## src/rtl/fetch_unit.sv

```systemverilog
// fetch_unit: instruction-fetch stage.
// Holds the PC and keeps at most one request outstanding to instruction memory.
// Each fetched word goes through a one-entry output buffer to decode.
// A taken branch redirects the PC and squashes any fetch still in flight.
module fetch_unit #(
  parameter int                ADDR_W   = 32,
  parameter logic [ADDR_W-1:0] RESET_PC = '0,
  parameter int unsigned       PC_INC   = 32'd4
) (
  input  logic              clk,
  input  logic              rst,
  output logic              imem_req_valid,
  input  logic              imem_req_ready,
  output logic [ADDR_W-1:0] imem_req_addr,
  input  logic              imem_resp_valid,
  input  logic [31:0]       imem_resp_data,
  input  logic              branch_taken,
  input  logic [ADDR_W-1:0] branch_target,
  output logic              if_valid,
  input  logic              if_ready,
  output logic [31:0]       if_instr,
  output logic [5:0]        if_op,
  output logic [ADDR_W-1:0] if_pc,
  output logic [ADDR_W-1:0] if_pc_plus4
);

  localparam logic [ADDR_W-1:0] PC_STEP    = ADDR_W'(PC_INC);
  localparam logic [ADDR_W-1:0] ALIGN_MASK = {{(ADDR_W-2){1'b1}}, 2'b00};

  typedef enum logic [1:0] {
    S_BOOT = 2'd0,
    S_REQ  = 2'd1,
    S_WAIT = 2'd2,
    S_HOLD = 2'd3
  } state_e;

  state_e            state_q;
  logic [ADDR_W-1:0] pc_q;
  logic [ADDR_W-1:0] req_pc_q;
  logic              drop_q;
  logic              if_valid_q;
  logic [31:0]       if_instr_q;
  logic [ADDR_W-1:0] if_pc_q;
  logic [ADDR_W-1:0] if_pc_plus4_q;
  logic [ADDR_W-1:0] branch_pc;

  // Redirect targets are always word aligned; the low two bits are discarded.
  assign branch_pc = branch_target & ALIGN_MASK;

  // Fetch control FSM together with the PC, the squash flag and the output buffer.
  // In every state a taken branch is checked first, so it overrides all handshakes.
  always_ff @(posedge clk or posedge rst) begin
    if (rst) begin
      state_q       <= S_BOOT;
      pc_q          <= RESET_PC;
      req_pc_q      <= RESET_PC;
      drop_q        <= 1'b0;
      if_valid_q    <= 1'b0;
      if_instr_q    <= 32'd0;
      if_pc_q       <= '0;
      if_pc_plus4_q <= '0;
    end else begin
      case (state_q)
        S_BOOT: begin
          state_q <= S_REQ;
          if (branch_taken) begin
            pc_q <= branch_pc;
          end
        end
        S_REQ: begin
          if (branch_taken) begin
            pc_q <= branch_pc;
            if (imem_req_ready) begin
              // The request accepted this cycle is for the old path, so its response is discarded.
              drop_q  <= 1'b1;
              state_q <= S_WAIT;
            end
          end else if (imem_req_ready) begin
            req_pc_q <= pc_q;
            pc_q     <= pc_q + PC_STEP;
            state_q  <= S_WAIT;
          end
        end
        S_WAIT: begin
          if (imem_resp_valid) begin
            if (drop_q || branch_taken) begin
              drop_q  <= 1'b0;
              state_q <= S_REQ;
              if (branch_taken) begin
                pc_q <= branch_pc;
              end
            end else begin
              if_instr_q    <= imem_resp_data;
              if_pc_q       <= req_pc_q;
              if_pc_plus4_q <= req_pc_q + PC_STEP;
              if_valid_q    <= 1'b1;
              state_q       <= S_HOLD;
            end
          end else if (branch_taken) begin
            pc_q   <= branch_pc;
            drop_q <= 1'b1;
          end
        end
        S_HOLD: begin
          if (branch_taken) begin
            // Flush: the buffered instruction is on the wrong path and is never handed to decode.
            if_valid_q <= 1'b0;
            pc_q       <= branch_pc;
            state_q    <= S_REQ;
          end else if (if_valid_q && if_ready) begin
            if_valid_q <= 1'b0;
            state_q    <= S_REQ;
          end
        end
        default: begin
          state_q    <= S_BOOT;
          drop_q     <= 1'b0;
          if_valid_q <= 1'b0;
        end
      endcase
    end
  end

  assign imem_req_valid = (state_q == S_REQ);
  assign imem_req_addr  = pc_q;
  assign if_valid       = if_valid_q;
  assign if_instr       = if_instr_q;
  assign if_op          = if_instr_q[31:26];
  assign if_pc          = if_pc_q;
  assign if_pc_plus4    = if_pc_plus4_q;

endmodule

```

## config.mk

```make
export PLATFORM = sky130hd
export DESIGN_NAME = fetch_unit
export DESIGN_NICKNAME = d
export VERILOG_FILES = /design/src/rtl/fetch_unit.sv
export SDC_FILE = /design/constraint.sdc
export NUM_CORES = 1
export LEC_CHECK = 0
export BUFFER_PORTS_ARGS = -buffer_cell sky130_fd_sc_hd__buf_2
export CAP_MARGIN = 20
export CORE_MARGIN = 2
export CORE_UTILIZATION = 53
export CTS_CLUSTER_DIAMETER = 60
export DETAILED_ROUTE_END_ITERATION = 16
export PLACE_DENSITY_LB_ADDON = 0.2
export SYNTH_ARGS = -nofsm -noshare
export SYNTH_HDL_FRONTEND = slang
export SYNTH_SLANG_ARGS = --single-unit
```

## constraint.sdc

```tcl
create_clock -name clk -period 6.9 [get_ports clk]
set_input_delay 1.38 -clock clk [delete_from_list [all_inputs] [get_ports clk]]
set_output_delay 1.38 -clock clk [all_outputs]
set_load 0.005 [all_outputs]
```

==> out/metrics.csv <==
metric,value,unit
post-synthesis mux area share,0.0445,
Avg Inst Size Synth,9.26,µm²
Hold WC Path Type,flip-flop to flip-flop,
cell chain of the critical path,"buf_2, nor2_1, and3_2, buf_4, or2_2, nor4_1, or3_1",
Max Fanout on Critical Path,70,
DIE AREA,14800,µm²
"commonest non-fill, non-tap cell in the layout",nand2_1,
placed inst area,8340,µm²
Worst-path clk slew,0.06,ns
power per cell area,438,nW/µm²
Slew headroom,0.307,
CTS Buf Count,17,
YS warnings,0,
Net Sw Frac,0.344,
Achievable Freq,316,MHz
row count,42,
Post-synth EDFFs,0,
clock buffer depth,2,
sequential area share after synthesis,0.532,
crit path buf inv count,2,
"commonest cells after routing, fill and taps aside","244 x nand2_1, 197 x buf_2, 156 x dfrtp_1",
Global Route Usage Sum,0.248,
largest family of logic cells by synthesized area,simple AND/OR/NAND/NOR gates,
max cap viols,0,
post-route ant nets,0,
dpl cells,1115,
PortBufs,197,
clock share of power,0.271,
DR WL/cell,15.6,µm
initial antenna violation count,0,
"Arr. time, crit path",3.47,ns
Reg power frac,0.436,
PostCTS Resize Cnt,0,
CTS sink cnt,156,
die height,122,µm
final setup fails,0,
Final Max Slew Viols,0,
period utilisation layout,0.459,
"Largest stage delay, worst path",0.58,ns
unrepaired setup endpoints after global routing,no,
root buffer cell,clkbuf_16,
simple-gate share of the synthesized area,0.231,
layout cells sized above 1,0.285,
ant diodes,0,
hold slack,0.466,ns
"delay-heaviest family, CP",simple AND/OR/NAND/NOR gates,
vias per cell,5.47,
setup repair bufs after CTS,0,
Non-Filler Instances,1146,
Slew @ Worst Pin,1.04,ns
CP required,7.20,ns
vias in the first global route,5628,
Setup crit end kind,flip-flop,
core area,13400,µm²
DRC violation count after routing,0,
Util after Layout,0.675,
maximum vdd drop,0.186,mV
area of the mapped netlist,7330,µm²
hpwl dp,12400,µm
Fillers,1135,
die width,122,µm
most common flop cell mapped by yosys,dfrtp_1,
Leak,4.58,nW
Synth Area in Compound Gates,0.103,
Final #Nets,1035,
Synth Area in Adders,0.0102,
global route total overflow,0,
register area,3900,µm²
Initial Util,0.547,
cts hold-fix bufs,0,
P_int,2.60,mW
Skew-Pair Late Insertion Delay,0.42,ns
Yosys reg bits,156,
Placer Congestion,0.843,
critical path type,primary input to flip-flop,
P_sw,1.36,mW
Cell variety after synth,51,
xor/xnor share of the synthesized area,0.0334,
DR iter-0 viols,487,
final setup skew,0.00658,ns
post-synthesis cell count,792,
outcome,"finished, final reports clean",
async set-or-reset flop fraction in the synthesized netlist,1.00,
I/O pin cnt,206,
Multi-input gate area,3140,µm²
total number of vias,6265,
Initial DRT Pass Iterations,5,
Comb power frac,0.293,
H-tree depth,4,
largest net degree at the start of global routing,114,
first-pass GRT wire length,28600,µm
CP max-delay cell,buf_4,
final hold vios,0,
area grow syn2layout,23.4,%
total negative setup slack,0,ns
CTS tree,done,
type of origin of the critical path,primary input,
cell area after layout,9050,µm²
min Tclk post-route,3.17,ns
final wirelength,17900,µm
[sequential cells by signal, summed over array words and instances, names as in the netlist]
register,flops
if_instr,32
drop_q,1
imem_req_addr,30
if_pc_plus4,30
if_pc,30
req_pc_q,30
state_q,2
if_valid,1
[tightest hold or removal path, stage by stage (launching register included)]
cell,delay [ns]
dfrtp_1,0.33
nand2_1,0.05
nand2_1,0.05
[layout make-up]
cell class | instances | area share
Clock buffer | 24 | 0.0554
Clock inverter | 6 | 0.0199
Inverter | 10 | 0.00470
Multi-Input combinational cell | 570 | 0.347
Sequential cell | 156 | 0.431
Tap cell | 176 | 0.0243
Timing Repair Buffer | 204 | 0.117
[power groups by stage]
stage	combinational (mW)	sequential (mW)	clock, mW
2_1_floorplan	0.731	1.62	0
3_3_place_gp	1.13	1.72	0
3_5_place_dp	1.16	1.74	0
4_1_cts	1.17	1.72	1.09
5_1_grt	1.31	1.80	1.13
6_report	1.16	1.73	1.07
[cell usage after synthesis (6+ instances only)]
master	count	area, µm²
a21oi_1	29	145
nand2_1	244	916
buf_4	12	90.1
mux2_2	29	327
and4_1	7	61.3
ha_1	6	75.1
and3_1	15	93.8
nand3_1	24	120
xnor2_1	18	158
buf_2	11	55.1
nor3_1	15	75.1
nor2_1	29	109
o21ai_0	44	220
o32ai_1	7	61.3
dfrtp_1	156	3900
inv_1	10	37.5
nand4_1	19	119
clkbuf_1	33	124
xor2_1	10	87.6
[metal layers]
metal | routed length [µm] | part of all wire | GRT usage
met1 | 8230 | 0.46 | 0.361
met2 | 8100 | 0.45 | 0.373
met3 | 1260 | 0.070 | 0.0473
met4 | 347 | 0.019 | 0.0898
met5 | 0 | 0 | 0
[final timing paths]
check,from,to,slack (ns),cells after the start
max,branch_taken,imem_req_addr[20],3.73,7
min,if_instr[4],if_instr[4],0.47,2
max reg2reg,state_q[0],imem_req_addr[20],4.12,7
min reg2reg,if_instr[4],if_instr[4],0.47,2
max in group asynchronous,rst,if_pc_plus4[16],4.40,3
min in group asynchronous,rst,if_pc_plus4[2],1.11,2
[through the flow]
stage | setup slack, ns | total power, mW
CTS | 3.70 | 3.98
detailed placement | 3.25 | 2.90
floorplan | 1.31 | 2.35
global route | 3.58 | 4.24
global placement | 3.27 | 2.85
finish | 3.73 | 3.97
[logic make-up after synthesis]
group                      Yosys count
other                                1
muxes                               29
adders and majority gates            6
AOI/OAI and AO/OA                  123
and+or+nand+nor                    378
xor gates and xnor gates            28
buffers and inverters               71
DFF                                156
(Power assumes the default switching activity.)
